<file path="src/rtl/div_iter_unit.sv">
// Iterative restoring integer divider with valid/ready handshakes, cancel and defined divide-by-zero.
// Retires BITS_PER_CYCLE quotient bits per CALC cycle on operand magnitudes, then fixes signs in FIX.
module div_iter_unit #(
  parameter int unsigned WIDTH          = 32,
  parameter int unsigned BITS_PER_CYCLE = 1
) (
  input  logic             clk,
  input  logic             reset,
  input  logic             cancel,
  input  logic             in_valid,
  output logic             in_ready,
  input  logic             is_signed,
  input  logic [WIDTH-1:0] dividend,
  input  logic [WIDTH-1:0] divisor,
  output logic             out_valid,
  input  logic             out_ready,
  output logic [WIDTH-1:0] quotient,
  output logic [WIDTH-1:0] remainder,
  output logic             div_by_zero,
  output logic             busy
);

  localparam int unsigned N  = WIDTH / BITS_PER_CYCLE;
  localparam int unsigned CW = (N > 1) ? $clog2(N) : 1;

  typedef enum logic [1:0] {IDLE, CALC, FIX, DONE} state_t;

  state_t           state;
  logic [WIDTH-1:0] q_reg, r_reg, d_reg;
  logic [WIDTH-1:0] q_nxt, r_nxt;
  logic [WIDTH:0]   trial;
  logic [WIDTH-1:0] dividend_mag, divisor_mag;
  logic [CW-1:0]    count;
  logic             qneg, rneg;
  logic             accept;

  assign in_ready = (state == IDLE) & ~cancel;
  assign accept   = in_valid & in_ready;
  assign busy     = (state != IDLE);

  // |MIN| wraps to 2^(WIDTH-1), which is exactly the unsigned magnitude wanted
  assign dividend_mag = (is_signed & dividend[WIDTH-1]) ? WIDTH'(~dividend + 1'b1) : dividend;
  assign divisor_mag  = (is_signed & divisor[WIDTH-1])  ? WIDTH'(~divisor + 1'b1)  : divisor;

  // q_reg shifts dividend bits out of the top while quotient bits enter at the bottom
  always_comb begin
    q_nxt = q_reg;
    r_nxt = r_reg;
    trial = '0;
    for (int k = 0; k < int'(BITS_PER_CYCLE); k++) begin
      trial = {r_nxt, q_nxt[WIDTH-1]};
      q_nxt = {q_nxt[WIDTH-2:0], 1'b0};
      if (trial >= {1'b0, d_reg}) begin
        r_nxt    = WIDTH'(trial - {1'b0, d_reg});
        q_nxt[0] = 1'b1;
      end else begin
        r_nxt = trial[WIDTH-1:0];
      end
    end
  end

  always_ff @(posedge clk or posedge reset) begin
    if (reset) begin
      state       <= IDLE;
      q_reg       <= '0;
      r_reg       <= '0;
      d_reg       <= '0;
      count       <= '0;
      qneg        <= 1'b0;
      rneg        <= 1'b0;
      quotient    <= '0;
      remainder   <= '0;
      div_by_zero <= 1'b0;
      out_valid   <= 1'b0;
    end else if (cancel) begin
      state     <= IDLE;
      out_valid <= 1'b0;
    end else begin
      case (state)
        IDLE: begin
          if (accept) begin
            qneg <= is_signed & (dividend[WIDTH-1] ^ divisor[WIDTH-1]);
            rneg <= is_signed & dividend[WIDTH-1];
            if (divisor == '0) begin
              quotient    <= '1;
              remainder   <= dividend;
              div_by_zero <= 1'b1;
              state       <= DONE;
            end else begin
              q_reg <= dividend_mag;
              d_reg <= divisor_mag;
              r_reg <= '0;
              count <= '0;
              state <= CALC;
            end
          end
        end
        CALC: begin
          q_reg <= q_nxt;
          r_reg <= r_nxt;
          count <= count + CW'(1);
          if (count == CW'(N - 1)) state <= FIX;
        end
        FIX: begin
          quotient    <= qneg ? WIDTH'(~q_reg + 1'b1) : q_reg;
          remainder   <= rneg ? WIDTH'(~r_reg + 1'b1) : r_reg;
          div_by_zero <= 1'b0;
          state       <= DONE;
        end
        DONE: begin
          if (out_valid && out_ready) begin
            out_valid <= 1'b0;
            state     <= IDLE;
          end else begin
            out_valid <= 1'b1;
          end
        end
        default: state <= IDLE;
      endcase
    end
  end

endmodule

</file>
<file path="config.mk">
export PLATFORM = sky130hd
export DESIGN_NAME = div_iter_unit
export DESIGN_NICKNAME = d
export VERILOG_FILES = /design/src/rtl/div_iter_unit.sv
export SDC_FILE = /design/constraint.sdc
export NUM_CORES = 1
export LEC_CHECK = 0
export BUFFER_PORTS_ARGS = -buffer_cell sky130_fd_sc_hd__buf_2
export CAP_MARGIN = 10
export CORE_ASPECT_RATIO = 1.4
export CORE_MARGIN = 2
export CORE_UTILIZATION = 40
export DETAILED_ROUTE_END_ITERATION = 12
export PLACE_DENSITY_LB_ADDON = 0.05
export REMOVE_ABC_BUFFERS = 1
export SKIP_CTS_REPAIR_TIMING = 1
export SYNTH_ARGS = -nofsm -noshare
export SYNTH_HDL_FRONTEND = slang
export SYNTH_SLANG_ARGS = --single-unit
</file>
<file path="constraint.sdc">
create_clock -name clk -period 7.3 [get_ports clk]
set_input_delay 1.46 -clock clk [delete_from_list [all_inputs] [get_ports clk]]
set_output_delay 1.46 -clock clk [all_outputs]
set_load 0.01 [all_outputs]
</file>
Word level (Yosys, flattened, before mapping)
Index checks and enable logic that the tools add are counted. Widths: inputs -> output; s select.

Register bits: 171. Input bits: 70. Output and inout bits: 68. Word-level logic and storage cells: 85.

$add $sub $neg: 6. $lt $le $gt $ge: 1. Eq/ne operators: 10. Muxes and demuxes: 33. Bitwise gates (word level): 12. Reduce and logical (&&, ||, !) cells: 12.

Operators with widths (number): $mux 32 (13); $pmux 32 s2 (4); $add 32x1->32 const B (4); $not 32->32 (4); $ge 33x32->1 (1); $logic_not 32->1 (1); $sub 32x32->32 (1); $reduce_and 4->1 (3); $mux 2 (5); $mux 5 (2); $pmux 5 s2 (1); $ne 3x3->1 const B (3); $pmux 2 s4 (1); $reduce_bool 2->1 (4); $mux 1 (6); $reduce_and 3->1 (2); $add 5x1->5 const B (1); $and 1x1->1 (5); $eq 5x5->1 const B (1); $eq 2x2->1 const B (2); $ne 2x2->1 const B (2); $eq 2x1->1 const B (1); $logic_not 2->1 (1); $ne 2x1->1 const B (1); 4 further kinds (5).

Logic depth before layout (Yosys ltp)
Depth in word-level cells: 6. Mapped depth: 13. Mapped depth without buffers: 13.

Worst setup path before layout
No wires, ideal clock.

Path type: input -> register. Start: input divisor[10]. End: register q_reg[6]. Setup time: 0.126 ns. Arrival: 3.879 ns. Data required time: 7.174 ns. Path slack: 3.295 ns. Stages on the path: 9. Buffers on the path: 1. Cells stage by stage: nor4_1 nor3b_1 nand4_1 nor4_2 nor2_1 nand2_1 clkbuf_1 nor2_1 a221o_1.

Longest elaborated chain between the ends: 3.

Ends and longest elaborated chain: from (decl) (RTL line 14) `input logic [WIDTH-1:0] divisor,`; $logic_not 32->1 (RTL line 84) `if (divisor == '0) begin`; $ne 2x2->1 (no line); $reduce_and 4->1 (no line); to (signal assigned) (RTL line 90) `q_reg <= dividend_mag;`; to (signal assigned) (RTL line 99) `q_reg <= q_nxt;`; to (decl) (RTL line 29) `logic [WIDTH-1:0] q_reg, r_reg, d_reg;`.

No other way between the ends. A chain may end at the register's enable or synchronous reset.

Worst setup path in the final report
Start: input divisor[10]. End: register q_reg[0].

Same word-level chain as after synthesis.

==> impl_metrics.tcl <==
set metrics [dict create \
    relSlewSlack 0.304 \
    netlist_instances 1304 \
    overflow 0 \
    timing.critical_path.fanout_max 35 \
    grt_setup_unrepaired "false" \
    clock_tree.htree_level_count 4 \
    layout.cells.most_common "sky130_fd_sc_hd__dfrtp_1" \
    clkSinkCount 171 \
    top_ff_cell_synth "sky130_fd_sc_hd__dfrtp_1" \
    whs_path_depth 2 \
    report.final.hold_viol_count 0 \
    holdCritPathClass "reg2reg" \
    ys_ff_latch 171 \
    detailedPlace.worstSlack_ns 1.74 \
    finalWorstSetupSlack_ns 2.21 \
    io_buffers 137 \
    core_mm2 0.0277 \
    timing_max_transition_violations_final 0 \
    cap_viol_max_count 0 \
    final_nets 1512 \
    grt_pass1_vias 9306 \
    netlist_top_cells_area "sky130_fd_sc_hd__dfrtp_1 (38%), sky130_fd_sc_hd__xor2_1 (7.0%), sky130_fd_sc_hd__ha_1 (4.7%)" \
    synth_enable_flop_cells 0 \
    grt_antenna_before_repair 0 \
    globalplace.congestion 0.889 \
    drt_iter0_markers 481 \
    fin_tns_setup_ns 0 \
    slowest_stage_cell_cp "sky130_fd_sc_hd__nor4_2" \
    post-route-drc-count 0 \
    drt_first_pass_iters 5 \
    ff2ff_path_depth 11 \
    min_period_over_period 0.697 \
    routed-via-count 9583 \
    vdd.ir_drop.worst_mv 0.155 \
    synth_top_cell_area_share 0.379 \
    mostFrequentLayoutCells "sky130_fd_sc_hd__dfrtp_1 (171), sky130_fd_sc_hd__buf_2 (137), sky130_fd_sc_hd__nand2_1 (124), sky130_fd_sc_hd__nor2_1 (122), sky130_fd_sc_hd__o21ai_0 (101)" \
    max_clock_freq_mhz 197 \
    yosysWarningCount 0 \
    max_slew.worst_pin.slew_ns 1.04 \
    criticalPathCategory "in2reg" \
    crit_chain "buf_2, nor4_1, nor3b_1, nand4_1, nor4_2, a2bb2oi_1, or2_2, nor2_4, nand2b_1, o311ai_1" \
    grt_start_max_net_pins 99 \
    detail_route.wirelength_um 30700 \
    postPlaceCellArea_mm2 0.0123 \
    drt.antenna.violating_nets 0 \
    floorplan.die_area_mm2 0.0296 \
    finalSetupViolations 0 \
    final_area_mm2 0.0129 \
    worstSetupStartpointType "input pin" \
    final_cell_count_without_fillers 1782 \
    power_per_cell_area_mw_per_mm2 356 \
    asyncSetResetFlopFracSynth 1.00 \
    die-width_um 146 \
    row_count 72 \
    die_height_um 203 \
    slowest_delay_ns 0.73 \
    end_kind "register" \
    finalWorstPathRequiredPeriod_ns 5.09 \
    netlist_cell_types 64 \
    numCtsBuffers 17 \
    pin_count 138 \
    tritoncts "done" \
    critPathArrivalTime_ns 5.38 \
    path_clk_slew_ns 0.07 \
    post-dp-hpwl_um 23100 \
    synth_area_leader_cell "sky130_fd_sc_hd__dfrtp_1" \
    status "finished clean" \
    grt_first_pass_wirelength_um 50300 \
    synth_sequential_area_ratio 0.379 \
    grt_util_overall 0.210 \
    power.leakage_nw 5.78 \
    cts.root.buffer_cell "sky130_fd_sc_hd__clkbuf_16" \
    avgSynthCellArea_um2 8.65 \
    layout-drive-gt1-share 0.147 \
    placed_cells_incl_taps 1750 \
    routed_via_density 5.38 \
    worst_skew_pair.late_latency_ns 0.43 \
    synthesis.area_mm2 0.0113 \
    antenna_diodes 0 \
    start_util 0.408 \
    area_growth_syn_to_layout_pct 14.3 \
    fin_worst_skew_ns 0.00864 \
    clk_path_buf_depth 2 \
    worst_ep_required_time_ns 7.60 \
    routed_wl_per_cell_um 17.2 \
]
critical path: cells and delay by family:
kind | cells | cell delay [ns]
AOI/OAI and AO/OA | 2 | 0.38
buffers and inverters | 1 | 0.11
and+or+nand+nor | 7 | 3.41
worst paths after layout:
path / slack [ns] / start / to
max: 2.21 / divisor[10] / q_reg[0]
min: 0.48 / count[4] / count[4]
max reg2reg: 3.22 / r_reg[12] / q_reg[0]
min reg2reg: 0.48 / count[4] / count[4]
max in group asynchronous: 4.62 / reset / d_reg[27]
min in group asynchronous: 1.21 / reset / quotient[4]
Yosys cell counts, drive strengths merged (8+ instances only):
library cell  count
a211oi           29
a21o             15
a21oi            81
a221o            25
a22oi             9
a32oi             9
clkbuf           65
dfrtp           171
ha               42
inv              55
mux2i            28
nand2           124
nand2b            8
nand3            18
nand4            11
nor2            124
nor3             31
nor3b            10
nor4             11
o21ai           135
o31ai            27
o41ai            15
or2              12
or3              18
or4              18
xnor2            57
xor2             90
metrics by stage:
stage	utilization	hold WS (ns)	total power, mW
after floorplan	-	0.445	2.99
after global routing	0.466	0.506	4.96
after global placement	0.444	0.457	3.65
after detailed placement	0.444	0.467	3.68
after CTS	0.466	0.483	4.64
final	0.466	0.481	4.59
final cells by class:
| class | count | area (um2) |
|---|---|---|
| timing repair buffer | 147 | 761 |
| inverter | 55 | 211 |
| clock inverter | 14 | 169 |
| multi-input combinational | 1007 | 6570 |
| sequential | 171 | 4280 |
| clock buffer | 18 | 439 |
| tap | 370 | 463 |
| fill | 2748 | 14800 |
kinds of logic after synthesis:
group                      share of synthesized area
adders and majority gates                     0.0483
DFF                                            0.379
muxes                                         0.0258
AOI/OAI and AO/OA                              0.221
buffers and inverters                         0.0425
and+or+nand+nor                                0.169
xor gates and xnor gates                       0.114
layer usage:
layer  vias to the layer above  global-route usage  routed length [um]
met3                        33              0.0256                 862
met4                         0              0.0686                 725
met1                      4482               0.258               13300
li1                       4878                   -                   -
met2                       190               0.383               15800
met5                         -                   0                   0
report_power, final:
group | total [mW] | switching, mW | internal, mW
clock network | 0.947 | 0.398 | 0.549
logic | 2.00 | 1.17 | 0.826
registers | 1.64 | 0.330 | 1.31
total | 4.59 | 1.90 | 2.69
Power figures use the tool's default switching activity.
